<file path="src/rtl/onewire_slave.sv">
// Single-drop 1-wire responder: reset/presence, LSB-first byte receive, Read ROM (0x33) reply.
// All slot timing is derived from the CPU (cycles per microsecond) parameter.
module onewire_slave #(
    parameter int unsigned CPU = 33,
    parameter logic [63:0] ROM = 64'h5A00_0000_0000_0128
) (
    input  logic       clk,
    input  logic       rst_n,
    input  logic       owr_i,
    output logic       owr_e,
    output logic       bus_rst,
    output logic [7:0] rx_data,
    output logic       rx_vld,
    output logic       busy
);

    localparam logic [15:0] RstLast  = 16'(400 * CPU - 1);
    localparam logic [15:0] PwLast   = 16'(30 * CPU - 1);
    localparam logic [15:0] PresLast = 16'(120 * CPU - 1);
    localparam logic [15:0] SmpLast  = 16'(15 * CPU - 1);
    localparam logic [15:0] HoldLast = 16'(30 * CPU - 1);

    typedef enum logic [2:0] {StIdle, StPresWait, StPres, StCmd, StRom, StData} state_e;

    state_e      state_q, state_d;
    logic        sync1_q, sync1_d, sync2_q, sync2_d, line_q, line_d;
    logic [15:0] lowcnt_q, lowcnt_d, tmr_q, tmr_d;
    logic        act_q, act_d;
    logic [6:0]  bitcnt_q, bitcnt_d;
    logic [7:0]  rx_sh_q, rx_sh_d, rx_data_q, rx_data_d;
    logic [63:0] rom_sh_q, rom_sh_d;
    logic        owr_e_q, owr_e_d, bus_rst_q, bus_rst_d, rx_vld_q, rx_vld_d, busy_q, busy_d;
    logic        fall, rise;
    logic [7:0]  new_byte;

    assign fall     = line_q & ~sync2_q;
    assign rise     = ~line_q & sync2_q;
    assign new_byte = {sync2_q, rx_sh_q[7:1]};

    always_comb begin
        sync1_d   = owr_i;
        sync2_d   = sync1_q;
        line_d    = sync2_q;
        state_d   = state_q;
        lowcnt_d  = lowcnt_q;
        tmr_d     = tmr_q;
        act_d     = act_q;
        bitcnt_d  = bitcnt_q;
        rx_sh_d   = rx_sh_q;
        rx_data_d = rx_data_q;
        rom_sh_d  = rom_sh_q;
        owr_e_d   = owr_e_q;
        bus_rst_d = 1'b0;
        rx_vld_d  = 1'b0;

        if (fall) begin
            lowcnt_d = '0;
        end else if (!sync2_q && lowcnt_q != 16'hFFFF) begin
            lowcnt_d = lowcnt_q + 16'd1;
        end

        // act_q: presence timer armed, slot sample pending, or ROM bit hold running
        if (act_q || state_q == StPres) begin
            tmr_d = tmr_q + 16'd1;
        end

        unique case (state_q)
            StIdle: ;
            StPresWait: begin
                if (!act_q && rise) begin
                    act_d = 1'b1;
                    tmr_d = '0;
                end else if (act_q && tmr_q == PwLast) begin
                    act_d   = 1'b0;
                    tmr_d   = '0;
                    owr_e_d = 1'b1;
                    state_d = StPres;
                end
            end
            StPres: begin
                if (tmr_q == PresLast) begin
                    owr_e_d  = 1'b0;
                    bitcnt_d = '0;
                    state_d  = StCmd;
                end
            end
            StCmd, StData: begin
                // A new falling edge before the sample point discards the pending slot
                if (fall) begin
                    act_d = 1'b1;
                    tmr_d = '0;
                end else if (act_q && tmr_q == SmpLast) begin
                    act_d    = 1'b0;
                    rx_sh_d  = new_byte;
                    bitcnt_d = bitcnt_q + 7'd1;
                    if (bitcnt_q == 7'd7) begin
                        bitcnt_d = '0;
                        if (state_q == StCmd && new_byte == 8'h33) begin
                            rom_sh_d = ROM;
                            state_d  = StRom;
                        end else begin
                            rx_vld_d  = 1'b1;
                            rx_data_d = new_byte;
                            state_d   = StData;
                        end
                    end
                end
            end
            StRom: begin
                if (!act_q && fall) begin
                    act_d   = 1'b1;
                    tmr_d   = '0;
                    owr_e_d = ~rom_sh_q[0];
                end else if (act_q && tmr_q == HoldLast) begin
                    act_d    = 1'b0;
                    owr_e_d  = 1'b0;
                    rom_sh_d = rom_sh_q >> 1;
                    bitcnt_d = bitcnt_q + 7'd1;
                    if (bitcnt_q == 7'd63) begin
                        bitcnt_d = '0;
                        state_d  = StIdle;
                    end
                end
            end
            default: state_d = StIdle;
        endcase

        if (!sync2_q && !fall && lowcnt_q == RstLast) begin
            bus_rst_d = 1'b1;
            owr_e_d   = 1'b0;
            rx_vld_d  = 1'b0;
            act_d     = 1'b0;
            tmr_d     = '0;
            bitcnt_d  = '0;
            state_d   = StPresWait;
        end

        busy_d = (state_d != StIdle);
    end

    always_ff @(posedge clk or negedge rst_n) begin
        if (!rst_n) begin
            sync1_q   <= 1'b1;
            sync2_q   <= 1'b1;
            line_q    <= 1'b1;
            state_q   <= StIdle;
            lowcnt_q  <= '0;
            tmr_q     <= '0;
            act_q     <= 1'b0;
            bitcnt_q  <= '0;
            rx_sh_q   <= '0;
            rx_data_q <= '0;
            rom_sh_q  <= '0;
            owr_e_q   <= 1'b0;
            bus_rst_q <= 1'b0;
            rx_vld_q  <= 1'b0;
            busy_q    <= 1'b0;
        end else begin
            sync1_q   <= sync1_d;
            sync2_q   <= sync2_d;
            line_q    <= line_d;
            state_q   <= state_d;
            lowcnt_q  <= lowcnt_d;
            tmr_q     <= tmr_d;
            act_q     <= act_d;
            bitcnt_q  <= bitcnt_d;
            rx_sh_q   <= rx_sh_d;
            rx_data_q <= rx_data_d;
            rom_sh_q  <= rom_sh_d;
            owr_e_q   <= owr_e_d;
            bus_rst_q <= bus_rst_d;
            rx_vld_q  <= rx_vld_d;
            busy_q    <= busy_d;
        end
    end

    assign owr_e   = owr_e_q;
    assign bus_rst = bus_rst_q;
    assign rx_data = rx_data_q;
    assign rx_vld  = rx_vld_q;
    assign busy    = busy_q;

endmodule

</file>
<file path="config.mk">
export PLATFORM = sky130hd
export DESIGN_NAME = onewire_slave
export DESIGN_NICKNAME = d
export VERILOG_FILES = /design/src/rtl/onewire_slave.sv
export SDC_FILE = /design/constraint.sdc
export NUM_CORES = 1
export LEC_CHECK = 0
export ABC_AREA = 1
export CAP_MARGIN = 20
export CORE_UTILIZATION = 35
export DETAILED_ROUTE_END_ITERATION = 7
export SETUP_SLACK_MARGIN = 0.4
export SKIP_CTS_REPAIR_TIMING = 1
export SLEW_MARGIN = 20
export SYNTH_ARGS = -nofsm -noshare
export SYNTH_HDL_FRONTEND = slang
export SYNTH_SLANG_ARGS = --single-unit
</file>
<file path="constraint.sdc">
create_clock -name clk -period 2.3 [get_ports clk]
set_input_delay 0.23 -clock clk [delete_from_list [all_inputs] [get_ports clk]]
set_output_delay 0.23 -clock clk [all_outputs]
set_load 0.02 [all_outputs]
</file>
==> results of run 1 <==
-- synthesized netlist by cell type (all sizes together) --
master | count | area (µm²)
o21bai | 1 | 7.51
nand3 | 58 | 318
o21a | 2 | 15.0
o211ai | 1 | 7.51
clkbuf | 4 | 16.3
xor2 | 15 | 131
xnor2 | 3 | 26.3
a31oi | 1 | 6.26
dfrtp | 125 | 3130
dfstp | 3 | 78.8
nand3b | 7 | 52.6
nor3 | 15 | 86.3
inv | 67 | 254
and2 | 1 | 6.26
ha | 5 | 62.6
nor2 | 85 | 363
o22ai | 1 | 6.26
o21ai | 35 | 183
or2 | 7 | 43.8
clkinv | 1 | 5.00
a21oi | 14 | 70.1
nand4 | 8 | 50.1
buf | 19 | 205
nand2 | 321 | 1340
-- metal layers --
metal  vias up  track usage
li1       2641            -
met1      2475        0.217
met2        71        0.211
met3        16       0.0364
met4         0       0.0562
met5         -            0
-- cells in the final DEF, fill, tap and decap left out, types with 9 or more instances in the layout --
master,n
nand2_1,246
dfrtp_1,119
nor2_1,69
nand2_2,68
inv_1,54
nand3_1,45
o21ai_0,27
buf_4,27
clkbuf_16,24
xor2_1,15
a21oi_1,14
nor3_1,13
buf_6,13
clkdlybuf4s50_1,13
nor2_2,10
inv_2,9
nand3_2,9
-- layout make-up --
cell class,instances,area (µm²)
clock buffer,19,453
clock inverter,13,161
fill,1728,9770
inverter,68,268
multi-input combinational,582,3070
sequential,128,3210
tap,229,287
timing repair buffer,68,807
-- through the flow --
step | instances | cell area (µm²) | total power [µW] | utilization | hold slack, ps
after global placement | 1035 | 6820 | 2420 | 0.378 | 226
after floorplan | 799 | 6460 | 2350 | - | -65.6
after CTS | 1067 | 7440 | 5220 | 0.413 | -231
final | 1107 | 8260 | 5170 | 0.458 | 211
after detailed placement | 1035 | 6820 | 2420 | 0.378 | 225
after global routing | 1107 | 8260 | 5330 | 0.458 | 200
-- final timing paths --
path	slack, ps	from	end
worst max-delay path	370	bitcnt_q[0]	rom_sh_q[44]
worst min-delay path	210	owr_i	sync1_q
worst max register to register	370	bitcnt_q[0]	rom_sh_q[44]
worst min register to register	360	sync1_q	line_d
max in group asynchronous	1260	rst_n	line_d
min in group asynchronous	330	rst_n	rom_sh_q[35]
-- registers in the layout (all words and copies together) (netlist names) --
register and flops:
bitcnt_q 7, act_q 1, sync1_q 1, tmr_q 16
rx_sh_q 7, line_d 1, owr_e 1, bus_rst 1
rom_sh_q 63, busy 1, rx_vld 1, line_q 1
lowcnt_q 16, rx_data 8, state_q 3
-- power groups by stage --
stage	Clock (µW)	Combinational (µW)	Sequential [µW]
floorplan	0	37.7	2310
CTS	2840	109	2280
finish	2780	112	2280
detailed placement	0	108	2320
global route	2930	131	2280
global placement	0	107	2320
-- worst max-delay path, delay by kind of cell, from the launching register on --
family	cells	cell delay, ps
adder cells (fa/ha/maj)	1	190
AND/OR/NAND/NOR	9	890
buffers and inverters	3	410
flip-flops	1	380
-- cell families after synthesis --
kind of cell | count (synthesis) | share of synthesized area
AOI/OAI and AO/OA | 55 | 0.0457
xor gates and xnor gates | 18 | 0.0244
adders and majority gates | 5 | 0.00969
buffers and inverters | 91 | 0.0744
DFF | 128 | 0.497
and+or+nand+nor | 502 | 0.349
==> metrics.md, run 1 <==
| Metric | Value |
|---|---|
| Run status | complete, no violations |
| Maximum clock frequency | 518 MHz |
| Global route total overflow | 0 |
| Data required time of the critical path | 2670 ps |
| Type of the setup path with the least slack | flop to flop |
| Count of H-tree levels built during CTS | 4 |
| Worst Max-Slew Pin Slew | 513 ps |
| Routed wl met3 | 387 µm |
| Number of global-route vias before repair | 4543 |
| Shortest clock period the worst path allows after layout | 1930 ps |
| Slowest stage delay, CP | 380 ps |
| Worst relative slew slack | 0.658 |
| Cell at the root of the clock tree | clkbuf_16 |
| Antenna violations before repair | 0 |
| Cell-internal power | 4060 µW |
| Final hold violation count | 0 |
| Number of pins with negative max-slew slack in the final report | 0 |
| Remaining DRCs | 0 |
| Setup repair after global routing missed its margin | true |
| Depth of the worst register-to-register path | 13 |
| Max Clock Skew | 10.3 ps |
| CP startpoint kind | flop |
| Number of library cell types mapped by synthesis | 40 |
| Largest voltage drop on the vdd net | 0.391 mV |
| Bufs on Longest Clock Path | 2 |
| Sequential power share | 0.441 |
| Initial detailed-routing violation count | 373 |
| Core ar. | 18000 µm² |
| Clock latency on the worst-skew pair | 430 ps |
| WL final | 14.5 mm |
| Num Clock Sinks | 128 |
| Cell seen most often among critical-path stages | nand2_1 |
| Hold WC Path Type | input pin to flop |
| Die boundary width | 138 µm |
| Nets | 873 |
| WL/cell | 13.1 µm |
| Hold Crit Depth | 1 |
| Global-route wire length before repair | 22.0 mm |
| LEAKAGE | 0.00403 µW |
| Die Footprint | 19000 µm² |
| Row cnt | 49 |
| CTS clk-pin slew, worst paths | 60 ps |
| CTS tree | built |
| Share of layout cells above drive strength 1 | 0.261 |
| Switching share of power | 0.214 |
| Sw Pwr | 1110 µW |
| CP max-delay cell | dfrtp_1 |
| Crit-path max FO | 9 |
| Topmost layer with routed signal wires | met4 |
| Worst Setup Slack post-DPL | 182 ps |
| Synth Instances | 799 |
| Series of cell instances along the critical path | ha_2 > nand2_1 > inv_2 > nand3_2 > nor2_4 > nand3_4 > nand2_4 > nand2_8 > nor3_4 > buf_12 > buf_8 > nand2_2 > nand2_1 |
| Post-layout worst setup margin | 370 ps |
| Total I/O pin count | 15 |
| Number of buffers created by CTS | 17 |
| Sum of negative setup slack | 0 ps |
| Finish-stage setup viols | 0 |
| Half-perimeter wire length after placement | 8.58 mm |
| Pin count of the biggest net entering global routing | 56 |
| Power density over the cells | 626 nW/µm² |
| Crit end category | flop |
| Combinational fraction of design power | 0.022 |
| Number of diodes | 0 |
| Part of the cycle the worst path needs | 0.839 |
| Vias after detailed routing | 5203 |
| Synthesis Warnings | 0 |
| Starting density of the core | 0.358 |
| Synthesized area | 6460 µm² |
| Number of buffers inserted by port buffering | 14 |
| Routed length on met1 | 7.37 mm |
| Routed wire length on met2 | 6.51 mm |
| Area Growth Syn to Fin | 27.8% |
| Data arrival time of the worst path | 2300 ps |
| Mapped Nets | 807 |
| Reported max-cap violation count | 0 |
| Final GP Congestion | 0.856 |
| Via density per instance | 4.70 |
| Average footprint of a synthesized cell | 8.08 µm² |
| Overall die height | 138 µm |
| Count of TritonRoute iterations in the first routing pass | 5 |
| Overall global routing resource usage | 0.149 |
| Register bit total from synthesis | 128 |
| ANT nets after route | 0 |
| Sequential cell area fraction in the yosys report | 0.497 |
| Clk network pwr share | 0.538 |
(Power assumes the default switching activity.)
==> inputs of run 2 (changes only) <==
Clock period 2.3 ns to 1.6 ns, I/O delays scaled along.
==> run 2 against run 1 <==
Net effect:
- worst hold slack got worse by 68 ps
- largest power group unchanged
- non-clock buffer count up 104
- utilization grew 6.8 points
- final cell count rose by 9.3%
- largest cell class is now multi-input combinational cells
- the flow now finishes with violations (negative setup slack)
- sequential share of layout area decreased by 5.1 points
- clock power grew 41%
- highest routed layer unchanged
- register-to-register slack got worse by 710 ps
- sequential power grew 44%
==> metrics.md, run 2 (synthesized netlist as in run 1, its figures left out) <==
| Metric | Value |
|---|---|
| Count of H-tree levels built during CTS | 4 (unchanged) |
| Number of buffers created by CTS | 17 (unchanged) |
| CTS clk-pin slew, worst paths | 60 ps (about the same) |
| Number of global-route vias before repair | 5322 (+17%) |
| Max Clock Skew | 14.9 ps (+4.62 ps) |
| Area of combinational cells with multiple inputs | 3470 µm² (+13%) |
| Row cnt | 49 (unchanged) |
| CTS tree | built |
| Vias after detailed routing | 5691 (+9.4%) |
| Run status | finished, violations left |
| Final GP Congestion | 0.849 (-0.82%) |
| Max FFs per register | 63 (unchanged) |
| Area Growth Syn to Fin | 46.9% |
| Global route total overflow | 0 (unchanged) |
| Number of buffers inserted by port buffering | 14 (unchanged) |
| Num Clock Sinks | 128 (unchanged) |
| Nets | 976 (+12%) |
| Sw Pwr | 1750 µW (+58%) |
| Shortest clock period the worst path allows after layout | 1950 ps (+15.0 ps) |
| Pin count of the biggest net entering global routing | 45 (-20%) |
| Setup repair after global routing missed its margin | true |
| Overall die height | 138 µm (unchanged) |
| Registers with the most flip-flops | rom_sh_q (63), lowcnt_q (16), tmr_q (16) |
| Violated checks | negative setup slack |
| ANT nets after route | 0 (unchanged) |
| Worst Max-Slew Pin Slew | 706 ps (+193 ps) |
| Share of layout cells above drive strength 1 | 0.431 (+0.170) |
| Power density over the cells | 786 nW/µm² (+26%) |
| Remaining DRCs | 0 (unchanged) |
| Number of diodes | 0 (unchanged) |
| Die boundary width | 138 µm (unchanged) |
| Cell-internal power | 5710 µW (+41%) |
| Finish-stage setup viols | 111 (+111) |
| Clock latency on the worst-skew pair | 430 ps (about the same) |
| CP startpoint kind | flop |
| Via density per instance | 4.70 (about the same) |
| Register with the highest flop count | rom_sh_q |
| Die Footprint | 19000 µm² (unchanged) |
| LEAKAGE | 0.00479 µW (+19%) |
| Number of fillers in the final layout | 1592 (-7.9%) |
| Hold WC Path Type | input pin to flop |
| Combinational fraction of design power | 0.035 (+0.013) |
| Number of pins with negative max-slew slack in the final report | 0 (unchanged) |
| Total I/O pin count | 15 (unchanged) |
| Final hold slack | 143 ps (-67.8 ps) |
| Data arrival time of the worst path | 2260 ps (-40 ps) |
| Antenna violations before repair | 0 (unchanged) |
| Worst relative slew slack | 0.525 (-0.134) |
| Starting density of the core | 0.358 (unchanged) |
| Leading cell type in the layout, fill and taps excluded | nand2_1 |
| Final hold violation count | 0 (unchanged) |
| Crit-path max FO | 16 (+7) |
| Global-route wire length before repair | 24.2 mm (+10%) |
| WL final | 16.0 mm (+10%) |
| Bufs on Longest Clock Path | 2 (unchanged) |
| Clk network pwr share | 0.525 (-0.013) |
| Cell Count Post-Placement | 1144 (+11%) |
| Non-filler cells, final | 1210 (+9.3%) |
| Data required time of the critical path | 1920 ps (-750 ps) |
| Part of the cycle the worst path needs | 1.22 (+0.377) |
| Crit end category | flop |
| Core ar. | 18000 µm² (unchanged) |
| Type of the setup path with the least slack | flop to flop |
| Post-layout worst setup margin | -345 ps (-715 ps) |
| WL/cell | 13.2 µm (+0.78%) |
| Sequential cell area | 3210 µm² (-0.23%) |
| Sequential power share | 0.440 (about the same) |
| Commonest cells after routing, fill and taps aside | 223 x nand2_1, 125 x dfrtp_1, 116 x buf_4 |
| Overall global routing resource usage | 0.166 (+0.0171) |
| Reported max-cap violation count | 0 (unchanged) |
| Count of TritonRoute iterations in the first routing pass | 4 (-1) |
| Cell at the root of the clock tree | clkbuf_16 |
| Switching share of power | 0.234 (+0.0202) |
| Maximum clock frequency | 514 MHz (-0.77%) |
| Utilization of the core after routing | 0.526 (+0.0682) |
| Initial detailed-routing violation count | 266 (-29%) |
| Largest voltage drop on the vdd net | 0.690 mV (+76%) |
| Half-perimeter wire length after placement | 10.0 mm (+17%) |
## run 2: changes by cell type in the layout (fill, tap and decap cells not counted), moves of 12 or more
cell and change:
buf_4 +89, clkdlybuf4s50_1 -12, nand2_1 -23, nand2_4 +15
nor2_1 -29, nor2_2 +21, o21ai_0 -20
## run 2: metrics by stage
stage / total power, µW / cell area [µm²] / TNS [ps] / setup WS (ps)
floorplan: 3390 / 6520 / -7000 / -103
global placement: 3520 / 7780 / -21100 / -249
detailed placement: 3520 / 7780 / -24020 / -273
CTS: 7470 / 8380 / -26550 / -310
global route: 7720 / 9480 / -36260 / -428
finish: 7460 / 9480 / -27180 / -345
## run 2: routing by layer
| metal | global-route usage | vias up | part of all wire |
|---|---|---|---|
| li1 | - | 2848 | - |
| met1 | 0.203 | 2759 | 0.45 |
| met2 | 0.278 | 66 | 0.50 |
| met3 | 0.0478 | 18 | 0.030 |
| met4 | 0.0592 | 0 | 0.014 |
| met5 | 0 | - | 0 |
## run 2: final cells by class
cell class | instances | share of cell area
multi-input cells | 580 | 0.366
flip-flops and latches | 128 | 0.338
repair buffers | 172 | 0.173
clock buffers | 18 | 0.0453
well taps | 229 | 0.0302
inverters | 68 | 0.0281
clock inverters | 14 | 0.0179
repair inverters | 1 | 0.000792
## run 2: critical path: stages, from the launching register on
cell and delay, ps:
dfrtp_1 370, ha_2 200, nand2_2 60, inv_2 60, nand3_2 70, nor2_2 130
nand3_2 100, nand2_2 100, nand2_4 70, buf_6 130, nor2_8 140, nand2_8 90
clkbuf_16 190, nand2_1 60, nand2_1 50
## run 2: power by group through the flow
stage	Combinational, µW	Sequential, µW	Clock [µW]
2_1_floorplan	57.4	3330	0
3_3_place_gp	185	3330	0
3_5_place_dp	190	3330	0
4_1_cts	189	3270	4010
5_1_grt	289	3280	4150
6_report	260	3280	3920
## run 2: final timing paths
path | startpoint | endpoint | slack [ps] | cells after the start
setup / recovery | bitcnt_q[1] | rom_sh_q[58] | -350 | 14
setup reg to reg | bitcnt_q[1] | rom_sh_q[58] | -350 | 14
hold / removal | owr_i | sync1_q | 140 | 1
max in group asynchronous | rst_n | line_d | 750 | 3
hold reg to reg | sync1_q | line_d | 360 | 0
min in group asynchronous | rst_n | rom_sh_q[34] | 200 | 2
